## src/rtl/spi_arb_pkg.sv

```systemverilog
// Shared types and constants for the two-master SPI bus arbiter.
package spi_arb_pkg;

  // Arbiter FSM states.
  typedef enum logic [1:0] {
    ST_IDLE     = 2'd0,
    ST_OWN_HPS  = 2'd1,
    ST_OWN_NIOS = 2'd2,
    ST_GAP      = 2'd3
  } arb_state_t;

  // One-hot owner encoding, also the layout of the grant output.
  localparam logic [1:0] OWN_HPS  = 2'b01;
  localparam logic [1:0] OWN_NIOS = 2'b10;

  // Width of the saturating denial counter.
  localparam int DENY_CNT_W = 8;

endpackage

```

## src/rtl/spi_arb_sync.sv

```systemverilog
// N-stage synchronizer for an active-low select line; resets to 1 (deselected).
module spi_arb_sync #(
  parameter int STAGES = 2
) (
  input  logic clk_i,
  input  logic rst_ni,
  input  logic d_i,
  output logic q_o
);

  logic [STAGES-1:0] sync_q;

  // Shift the raw input through the flop chain.
  always_ff @(posedge clk_i or negedge rst_ni) begin
    if (!rst_ni) sync_q <= '1;
    else         sync_q <= {sync_q[STAGES-2:0], d_i};
  end

  assign q_o = sync_q[STAGES-1];

endmodule

```

## src/rtl/spi_bus_arbiter.sv

```systemverilog
// Per-transaction arbiter sharing one SPI slave bus between the HPS and Nios
// masters. Optional grant watchdog is compiled in with SPI_ARB_TIMEOUT_EN.
//
// Handshake: a master requests by holding SS_n low while armed; it is armed
// again only after its synchronized SS_n has been seen high. A request that
// cannot be granted (bus owned, gap, or lost tie) is a denial and disarms the
// master, so a frame is either connected from its start or not at all.
module spi_bus_arbiter
  import spi_arb_pkg::*;
#(
  parameter int   SYNC_STAGES    = 2,
  parameter int   GAP_CYCLES     = 4,
  parameter int   TIMEOUT_CYCLES = 50000,
  parameter logic CPOL           = 1'b0
) (
  input  logic                  clk_clk,
  input  logic                  reset_reset_n,
  input  logic                  hps_sclk,
  input  logic                  hps_mosi,
  input  logic                  hps_ss_n,
  output logic                  hps_miso,
  input  logic                  nios_sclk,
  input  logic                  nios_mosi,
  input  logic                  nios_ss_n,
  output logic                  nios_miso,
  output logic                  spi_sclk,
  output logic                  spi_mosi,
  output logic                  spi_ss_n,
  input  logic                  spi_miso,
  output logic [1:0]            grant,
  output logic                  busy,
  output logic [DENY_CNT_W-1:0] deny_cnt,
  output logic                  timeout,
  output arb_state_t            dbg_state
);

  localparam int GAP_W = (GAP_CYCLES > 1) ? $clog2(GAP_CYCLES) : 1;

  logic                  hps_ss_s, nios_ss_s;
  logic [1:0]            ss_s, req, win, deny_mask;
  logic [SYNC_STAGES:0]  live_q;
  logic                  primed, first_live, owner_ss_s, wdog_fire;
  logic [1:0]            armed_q, grant_q, last_owner_q;
  arb_state_t            state_q;
  logic                  busy_q;
  logic [GAP_W-1:0]      gap_q;
  logic [DENY_CNT_W-1:0] deny_q;

  spi_arb_sync #(.STAGES(SYNC_STAGES)) u_sync_hps (
    .clk_i (clk_clk), .rst_ni(reset_reset_n), .d_i(hps_ss_n),  .q_o(hps_ss_s)
  );
  spi_arb_sync #(.STAGES(SYNC_STAGES)) u_sync_nios (
    .clk_i (clk_clk), .rst_ni(reset_reset_n), .d_i(nios_ss_n), .q_o(nios_ss_s)
  );

  assign ss_s = {nios_ss_s, hps_ss_s};

  // Track when the synchronizer outputs carry real samples after reset, so a
  // select already low at reset release is treated as a frame in flight.
  always_ff @(posedge clk_clk or negedge reset_reset_n) begin
    if (!reset_reset_n) live_q <= '0;
    else                live_q <= {live_q[SYNC_STAGES-1:0], 1'b1};
  end

  assign primed     = live_q[SYNC_STAGES];
  assign first_live = live_q[SYNC_STAGES-1] & ~primed;
  assign req        = primed ? (~ss_s & armed_q) : 2'b00;

  // Pick the winner in IDLE (round-robin on ties); every other request is denied.
  always_comb begin
    win = 2'b00;
    if (state_q == ST_IDLE) begin
      if (&req) win = (last_owner_q == OWN_HPS) ? OWN_NIOS : OWN_HPS;
      else      win = req;
    end
    deny_mask = req & ~win;
  end

  // Arm on a seen-high select; disarm on grant or denial.
  always_ff @(posedge clk_clk or negedge reset_reset_n) begin
    if (!reset_reset_n)  armed_q <= 2'b11;
    else if (first_live) armed_q <= armed_q & ss_s;
    else                 armed_q <= (armed_q | ss_s) & ~(win | deny_mask);
  end

  assign owner_ss_s = (state_q == ST_OWN_HPS) ? hps_ss_s : nios_ss_s;

`ifdef SPI_ARB_TIMEOUT_EN
  logic [31:0] to_cnt_q;
  logic        timeout_q;
  logic        in_own;

  assign in_own    = (state_q == ST_OWN_HPS) || (state_q == ST_OWN_NIOS);
  assign wdog_fire = in_own && (to_cnt_q == 32'(TIMEOUT_CYCLES - 1));

  // Count owned cycles; held at zero outside ownership so entry starts at 0.
  always_ff @(posedge clk_clk or negedge reset_reset_n) begin
    if (!reset_reset_n) begin
      to_cnt_q  <= '0;
      timeout_q <= 1'b0;
    end else begin
      to_cnt_q  <= in_own ? to_cnt_q + 32'd1 : 32'd0;
      timeout_q <= wdog_fire;
    end
  end

  assign timeout = timeout_q;
`else
  assign wdog_fire = 1'b0;
  // Watchdog compiled out: timeout is constant low for any limit value.
  if (TIMEOUT_CYCLES > 0) begin : g_wdog_off
    assign timeout = 1'b0;
  end else begin : g_wdog_off_nolimit
    assign timeout = 1'b0;
  end
`endif

  // Arbiter FSM with registered grant/busy and the saturating denial counter.
  always_ff @(posedge clk_clk or negedge reset_reset_n) begin
    if (!reset_reset_n) begin
      state_q      <= ST_IDLE;
      grant_q      <= 2'b00;
      busy_q       <= 1'b0;
      last_owner_q <= OWN_NIOS;
      gap_q        <= '0;
      deny_q       <= '0;
    end else begin
      if ((|deny_mask) && (deny_q != '1)) deny_q <= deny_q + DENY_CNT_W'(1);
      case (state_q)
        ST_IDLE: begin
          if (win != 2'b00) begin
            state_q      <= (win == OWN_HPS) ? ST_OWN_HPS : ST_OWN_NIOS;
            grant_q      <= win;
            busy_q       <= 1'b1;
            last_owner_q <= win;
          end
        end
        ST_OWN_HPS, ST_OWN_NIOS: begin
          if (owner_ss_s || wdog_fire) begin
            state_q <= ST_GAP;
            grant_q <= 2'b00;
            gap_q   <= GAP_W'(GAP_CYCLES - 1);
          end
        end
        ST_GAP: begin
          if (gap_q == '0) begin
            state_q <= ST_IDLE;
            busy_q  <= 1'b0;
          end else begin
            gap_q <= gap_q - GAP_W'(1);
          end
        end
        default: state_q <= ST_IDLE;
      endcase
    end
  end

  // Combinational pin mux: owner drives the slave, everyone else sees idle levels.
  always_comb begin
    spi_ss_n  = 1'b1;
    spi_sclk  = CPOL;
    spi_mosi  = 1'b0;
    hps_miso  = 1'b0;
    nios_miso = 1'b0;
    case (state_q)
      ST_OWN_HPS: begin
        spi_ss_n = hps_ss_n;
        spi_sclk = hps_sclk;
        spi_mosi = hps_mosi;
        hps_miso = spi_miso;
      end
      ST_OWN_NIOS: begin
        spi_ss_n  = nios_ss_n;
        spi_sclk  = nios_sclk;
        spi_mosi  = nios_mosi;
        nios_miso = spi_miso;
      end
      default: ;
    endcase
  end

  assign grant     = grant_q;
  assign busy      = busy_q;
  assign deny_cnt  = deny_q;
  assign dbg_state = state_q;

endmodule

```

## config.mk

```make
export PLATFORM = sky130hd
export DESIGN_NAME = spi_bus_arbiter
export DESIGN_NICKNAME = d
export VERILOG_FILES = /design/src/rtl/spi_arb_pkg.sv /design/src/rtl/spi_arb_sync.sv /design/src/rtl/spi_bus_arbiter.sv
export SDC_FILE = /design/constraint.sdc
export NUM_CORES = 1
export LEC_CHECK = 0
export ABC_AREA = 1
export CAP_MARGIN = 20
export CORE_AREA = 2 2 56 58
export DETAILED_ROUTE_END_ITERATION = 10
export DIE_AREA = 0 0 58 60
export PLACE_DENSITY = 0.8
export SETUP_SLACK_MARGIN = 0.2
export SYNTH_ARGS = -nofsm -noshare
export SYNTH_HDL_FRONTEND = slang
export SYNTH_HIERARCHICAL = 1
export SYNTH_SLANG_ARGS = --single-unit
```

## constraint.sdc

```tcl
create_clock -name clk_clk -period 4.3 [get_ports clk_clk]
set_clock_uncertainty 0.2 [all_clocks]
set_input_delay 0.645 -clock clk_clk [delete_from_list [all_inputs] [get_ports clk_clk]]
set_output_delay 0.645 -clock clk_clk [all_outputs]
set_load 0.01 [all_outputs]
```

==> reports/qor.csv, run 1 <==
stage,metric,value,unit
outcome,status,"complete, no violations",
worst_setup_path,CP endpoint kind,output pin,
global_routing,vias in the first global route,1137,
logic_synthesis,mean post-synth cell area,8.27,um2
route,WL/cell,11.7,um
worst_setup_path,CP max stage cell,clkdlybuf4s50_1,
logic_synthesis,sequential share of the synthesized area,0.475,
route,# DRC,0,
worst_setup_path,Crit. path cell count,5,
timing,Hold Fails Final Rpt,0,
route,final wirelength,2710,um
finish,Layout area overhead,24.9,%
logic_synthesis,"top cells by area, synth","dfrtp_1 (34%), nand2_1 (14%), dfstp_2 (13%), inv_1 (6.5%), ha_1 (5.4%)",
logic_synthesis,Synth Register Bits,26,
timing,Slew Limit Fails,0,
clock_tree,PostCTS Resize Cnt,0,
finish,register area,659,um2
timing,Tmin final,2.91,ns
logic_synthesis,post-synthesis simple-gate area fraction,0.292,
placement,DP Area,1680,um2
timing,Post-Route Setup TNS,0,ns
power,Power per Cell Area,554,nW/um2
clock_tree,CTS H-Tree Depth,1,
worst_setup_path,Critical Path Source,dbg_state[0],
min_path,Worst Hold Class,reg -> reg,
clock_tree,clock tree from TritonCTS,yes,
clock_tree,CTS Buffer Depth,2,
logic_synthesis,compound-cell area share of the yosys netlist,0.0784,
global_routing,total grt overflow,0,
worst_setup_path,Critical R2R Capture,deny_cnt[7],
timing,Max-slew headroom,0.576,
finish,Ant. Diodes,0,
power,total power,0.960,mW
placement,placed instance count,226,
finish,Total Nets Final,214,
timing,RSZ-0062 raised after global routing,no,
worst_setup_path,critical path class,reg -> out,
min_path,Worst Hold Launch,live_q[0],
placement,Placer Congestion,0.746,
logic_synthesis,Synth top cells by count,"nand2_1 (50), inv_1 (24), dfrtp_1 (19)",
timing,Finish-stage setup viols,0,
route,vias per std cell,5.14,
worst_setup_path,Critical Path AT,2.06,ns
clock_tree,CTS sink cnt,26,
logic_synthesis,post-synthesis cell count,168,
logic_synthesis,asr flop ratio synth,1.00,
floorplanning,Ports,28,
placement,hpwl dp,2060,um
floorplanning,CORE AREA,2900,um2
finish,final instance area,1730,um2
worst_setup_path,FF-to-FF path depth,10,
logic_synthesis,"EDFF count, synth",0,
clock_tree,clock root buffer,clkbuf_4,
clock_tree,# hold bufs at CTS,0,
power,worst vdd ir,0.427,mV
global_routing,initial antenna violation count,0,
worst_setup_path,"Top cell by count, worst path",inv_1,
worst_setup_path,Buf/Inv on CP,3,
route,starting DRC count in detailed routing,39,
route,Antenna Violating Nets Remaining,0,
timing,f_max,0.344,GHz
worst_setup_path,worst path cell trace,inv_1 > ha_1 > inv_1 > a221o_1 > clkdlybuf4s50_1,
finish,fill count,276,
global_routing,largest net degree at the start of global routing,27,
logic_synthesis,top-count cell post-synth,nand2_1,
floorplanning,die width,58,um
clock_tree,Num CTS Buffers,3,
floorplanning,initial core utilization,0.478,
logic_synthesis,combinational family with the most area after synthesis,simple AND/OR/NAND/NOR gates,
logic_synthesis,post-synthesis adder-cell area fraction,0.0541,
floorplanning,DIE AREA,3480,um2
clock_tree,clk slew on worst S/H paths,0.13,ns
global_routing,gr usage total,0.173,
logic_synthesis,"area leader, netlist",dfrtp_1,
placement,Port Buffer Count,26,
worst_setup_path,Critical Path RT,3.45,ns
power,LEAKAGE,0.866,nW
route,vias after detailed routing,1187,
min_path,Hold Path Stages,0,
worst_setup_path,worst-path maximum fanout,7,
logic_synthesis,mux share of post-synthesis cell area,0,
clock_tree,Setup Buffers After CTS,0,
floorplanning,Cell Rows,20,
worst_setup_path,worst reg2reg path startpoint,dbg_state[0],
min_path,hold path endpoint,live_q[1],
floorplanning,die height,60,um
route,first drt pass iteration count,4,
timing,worst-margin pin slew,0.634,ns
logic_synthesis,post-synth top area share,0.342,
flow_run,Max-Cap Viols,0,
worst_setup_path,CP Launch Type,flop,
global_routing,first-pass GRT wire length,4610,um
timing,period utilisation layout,0.676,
logic_synthesis,Post-Syn Area,1390,um2
worst_setup_path,CP max stage delay,0.54,ns
worst_setup_path,"reg-to-reg slack, setup",2.47,ns
finish,share of cells above drive strength 1,0.121,
clock_tree,Clock Latency Late Sink,0.32,ns
logic_synthesis,top_reg_cell synth,dfrtp_1,
logic_synthesis,Ys Warns,6,
logic_synthesis,Netlist cell types,21,
finish,area occupied by multi-input gates,632,um2
worst_setup_path,"delay-heaviest family, CP",buffers and inverters,
logic_synthesis,post-synthesis xor/xnor area fraction,0.0252,
finish,"Cell Count, Final, Fillers Out",231,
logic_synthesis,Syn Nets,183,
[per-layer routing]
layer | wire length [um] | global-route usage
met5 | 0 | 0
met4 | 50 | 0.0963
met3 | 138 | 0.0325
met2 | 1420 | 0.299
met1 | 1100 | 0.203
[area by class of cell]
type | instances | area share
Timing Repair Buffer | 27 | 0.159
Inverter | 24 | 0.0519
Multi-Input combinational cell | 117 | 0.364
Clock buffer | 4 | 0.0209
Tap cell | 33 | 0.0238
Sequential cell | 26 | 0.380
[registers in the layout, indices dropped and copies added, names as in the netlist]
register and flops:
gap_q 2, busy 1, grant 2, u_sync_hps/sync_q 2, armed_q 2, last_owner_q 2
dbg_state 2, u_sync_nios/sync_q 2, deny_cnt 8, live_q 3
[layout by cell type, fill, tap and decap left out, types with 2 or more instances in the layout]
master / netlist / layout
dfstp_2: 7 / 7
clkdlybuf4s50_1: 0 / 26
o21ai_0: 8 / 8
inv_1: 24 / 24
nor2_2: 4 / 4
a21oi_1: 10 / 10
nand2_1: 50 / 50
nand2_2: 3 / 3
nand3_1: 15 / 15
xor2_1: 4 / 4
dfrtp_1: 19 / 19
nor2_1: 7 / 7
ha_1: 6 / 6
conb_1: 2 / 2
nand2_4: 2 / 2
clkbuf_4: 0 / 3
[where the power goes]
part           internal [mW]  switching, mW
Clock                 0.0518         0.0693
Combinational          0.217          0.249
Sequential             0.316         0.0569
Total                  0.585          0.376
[metrics by stage]
stage / util / hold WS (ns) / worst slack, ns
floorplan: - / 0.131 / 2.26
global placement: 0.580 / 0.133 / 1.57
detailed placement: 0.580 / 0.143 / 1.53
CTS: 0.592 / 0.170 / 1.40
global route: 0.597 / 0.172 / 1.28
finish: 0.597 / 0.168 / 1.39
[how the worst max path moves through the flow]
stage / endpoint / slack [ns]
2_1_floorplan: spi_ss_n / 2.26
3_3_place_gp: spi_ss_n / 1.57
3_5_place_dp: spi_ss_n / 1.53
4_1_cts: spi_ss_n / 1.40
5_1_grt: spi_ss_n / 1.28
6_report: spi_ss_n / 1.39
[logic make-up (layout without fill, tap and decap cells)]
| logic type | after synthesis | after routing |
|---|---|---|
| AND/OR/NAND/NOR | 85 | 85 |
| flip-flops | 26 | 26 |
| buffers and inverters | 25 | 55 |
| AO/OA/AOI/OAI | 20 | 20 |
| adder cells (fa/ha/maj) | 6 | 6 |
| XOR/XNOR | 4 | 4 |
| other | 2 | 2 |
[worst reg2reg max path, cell delays in order, from the launching register on]
cell and delay, ns:
dfrtp_1 0.46, inv_1 0.11, ha_1 0.21, inv_1 0.10
nor2_2 0.14, nand2_1 0.10, nand2_1 0.11, nand2_4 0.10
nand2_4 0.12, nand2_1 0.06, nand2_1 0.07
No activity file was read; power rests on OpenSTA's default activity.
==> run 2: changes to the inputs <==
--- a/config.mk
+++ b/config.mk
@@ -7,10 +7,10 @@
 export LEC_CHECK = 0
 export ABC_AREA = 1
 export CAP_MARGIN = 20
-export CORE_AREA = 2 2 56 58
+export CORE_AREA = 2 2 59 61
 export DETAILED_ROUTE_END_ITERATION = 10
-export DIE_AREA = 0 0 58 60
-export PLACE_DENSITY = 0.8
+export DIE_AREA = 0 0 61 63
+export PLACE_DENSITY = 0.76
 export SETUP_SLACK_MARGIN = 0.2
 export SYNTH_ARGS = -nofsm -noshare
 export SYNTH_HDL_FRONTEND = slang
==> constraint.sdc (replaced) <==
create_clock -name clk_clk -period 2.6 [get_ports clk_clk]
set_clock_uncertainty 0.2 [all_clocks]
set_input_delay 0.39 -clock clk_clk [delete_from_list [all_inputs] [get_ports clk_clk]]
set_output_delay 0.39 -clock clk_clk [all_outputs]
set_load 0.01 [all_outputs]
==> reports/qor.csv, run 2 (synthesis results as in run 1) <==
stage,metric,value,unit,change
timing,Finish-stage setup viols,0,,unchanged
global_routing,initial antenna violation count,0,,unchanged
global_routing,vias in the first global route,1145,,+0.70%
finish,Ant. Diodes,0,,unchanged
clock_tree,Num CTS Buffers,3,,unchanged
clock_tree,CTS Buffer Depth,2,,unchanged
timing,f_max,0.431,GHz,
worst_setup_path,FF-to-FF path depth,11,,+1
finish,share of cells above drive strength 1,0.149,,+0.0280
min_path,Hold Path Stages,0,,unchanged
timing,Tmin final,2.32,ns,
timing,Post-Route Setup TNS,0,ns,unchanged
timing,Hold Fails Final Rpt,0,,unchanged
route,vias after detailed routing,1161,,-2.2%
clock_tree,# hold bufs at CTS,0,,unchanged
power,Psw,0.638,mW,+70%
finish,Layout area overhead,27.2,%,
clock_tree,CTS H-Tree Depth,1,,unchanged
clock_tree,clock root buffer,clkbuf_4,,
worst_setup_path,critical path class,reg -> out,,
floorplanning,die height,63,um,+5.0%
floorplanning,Ports,28,,unchanged
worst_setup_path,CP Launch Type,flop,,
global_routing,gr usage total,0.161,,-0.0120
timing,RSZ-0062 raised after global routing,yes,,
route,first drt pass iteration count,4,,unchanged
power,Power per Cell Area,913,nW/um2,+65%
timing,Slew Limit Fails,0,,unchanged
global_routing,first-pass GRT wire length,4800,um,+4.0%
placement,Port Buffer Count,26,,unchanged
route,Antenna Violating Nets Remaining,0,,unchanged
floorplanning,initial core utilization,0.430,,-0.0487
floorplanning,die width,61,um,+5.2%
floorplanning,Cell Rows,21,,+5.0%
clock_tree,clk slew on worst S/H paths,0.14,ns,about the same
clock_tree,CTS sink cnt,26,,unchanged
placement,hpwl dp,1910,um,-7.2%
route,final wirelength,2650,um,-2.0%
power,worst vdd ir,0.557,mV,+31%
power,Seq pwr share,0.375,,-0.013
route,vias per std cell,4.70,,-8.5%
global_routing,total grt overflow,0,,unchanged
floorplanning,CORE AREA,3230,um2,+11%
worst_setup_path,Critical Path RT,2.01,ns,-1.44 ns
worst_setup_path,Critical Path AT,1.73,ns,-0.33 ns
floorplanning,DIE AREA,3840,um2,+10%
power,Internal,0.975,mW,+67%
power,total power,1.61,mW,+68%
placement,Placer Congestion,0.752,,+0.78%
finish,max reg flops,8,,unchanged
power,sw frac,0.396,,+0.00456
route,WL/cell,10.7,um,-8.3%
finish,Total Nets Final,217,,+1.4%
power,LEAKAGE,0.883,nW,+1.9%
finish,"commonest non-fill, non-tap cells in the layout","nand2_1 (50), inv_1 (23), clkdlybuf4s50_1 (23)",,
route,# DRC,0,,unchanged
power,Clock power frac,0.126,,about the same
min_path,Worst Hold Class,reg -> reg,,
outcome,status,"complete, no violations",,
flow_run,Max-Cap Viols,0,,unchanged
finish,"commonest non-fill, non-tap cell in the layout",nand2_1,,
clock_tree,clock tree from TritonCTS,yes,,
power,Logic pwr share,0.500,,+0.015
worst_setup_path,CP endpoint kind,output pin,,
route,starting DRC count in detailed routing,60,,+54%
global_routing,largest net degree at the start of global routing,27,,unchanged
clock_tree,Clock Latency Late Sink,0.32,ns,about the same
worst_setup_path,worst-path maximum fanout,7,,unchanged
timing,period utilisation layout,0.893,,
==> run 2: cell count changes in the layout (fill, tap and decap cells not counted), moves of 2 or more <==
cell             change
ha_2                 +2
ha_1                 -2
dlygate4sd2_1        +3
clkdlybuf4s50_1      -3
buf_4                +4
==> run 2: area by class of cell <==
type	instances	area, um2
clock buffers	4	36.3
inverters	24	90.1
well taps	46	57.6
repair buffers	30	287
flip-flops and latches	26	659
multi-input cells	117	637
fillers	313	1470
==> run 2: power groups by stage <==
stage          clock [mW]  combinational [mW]  sequential [mW]
6_report            0.203               0.806            0.605
5_1_grt             0.227               0.919            0.618
4_1_cts             0.212               0.794            0.604
3_5_place_dp            0               0.766            0.621
3_3_place_gp            0               0.754            0.618
2_1_floorplan           0               0.419            0.639
==> run 2: worst paths after layout <==
path	from	end	slack, ns
worst max-delay path	dbg_state[1]	spi_ss_n	0.28
min in group asynchronous	reset_reset_n	busy	0.22
worst min-delay path	live_q[0]	live_q[1]	0.16
worst max register to register	dbg_state[0]	dbg_state[0]	0.83
max in group asynchronous	reset_reset_n	armed_q[0]	1.69
worst min register to register	live_q[0]	live_q[1]	0.16
==> run 2: what timing repair did <==
item / 4_1_cts / 5_1_grt
gates resized for setup: 3 / 3
hold endpoints to repair: 0 / 0
endpoints found under the setup margin: 4 / 3
pin swaps: 0 / 0
buffers inserted: 3 / 0
==> run 2: per-layer routing <==
layer  vias to the layer above  track usage  part of all wire
li1                        599            -                 -
met1                       530        0.205              0.48
met2                        28        0.276              0.46
met3                         4       0.0228             0.044
met4                         0       0.0489             0.011
met5                         -            0                 0
==> run 2: worst max-delay path: stages, from the launching register on <==
cell	delay, ns
dfrtp_1	0.40
inv_1	0.08
ha_1	0.32
inv_2	0.08
a221o_1	0.25
dlygate4sd2_1	0.29
==> run 2: through the flow <==
step / worst slack, ns / std cells / cell area [um2] / hold slack, ns / utilization
3_5_place_dp: 0.345 / 240 / 1710 / 0.136 / 0.528
5_1_grt: 0.183 / 247 / 1770 / 0.171 / 0.547
3_3_place_gp: 0.382 / 240 / 1710 / 0.132 / 0.528
2_1_floorplan: 0.815 / 168 / 1390 / -0.106 / -
6_report: 0.279 / 247 / 1770 / 0.165 / 0.547
4_1_cts: 0.246 / 247 / 1760 / 0.166 / 0.545
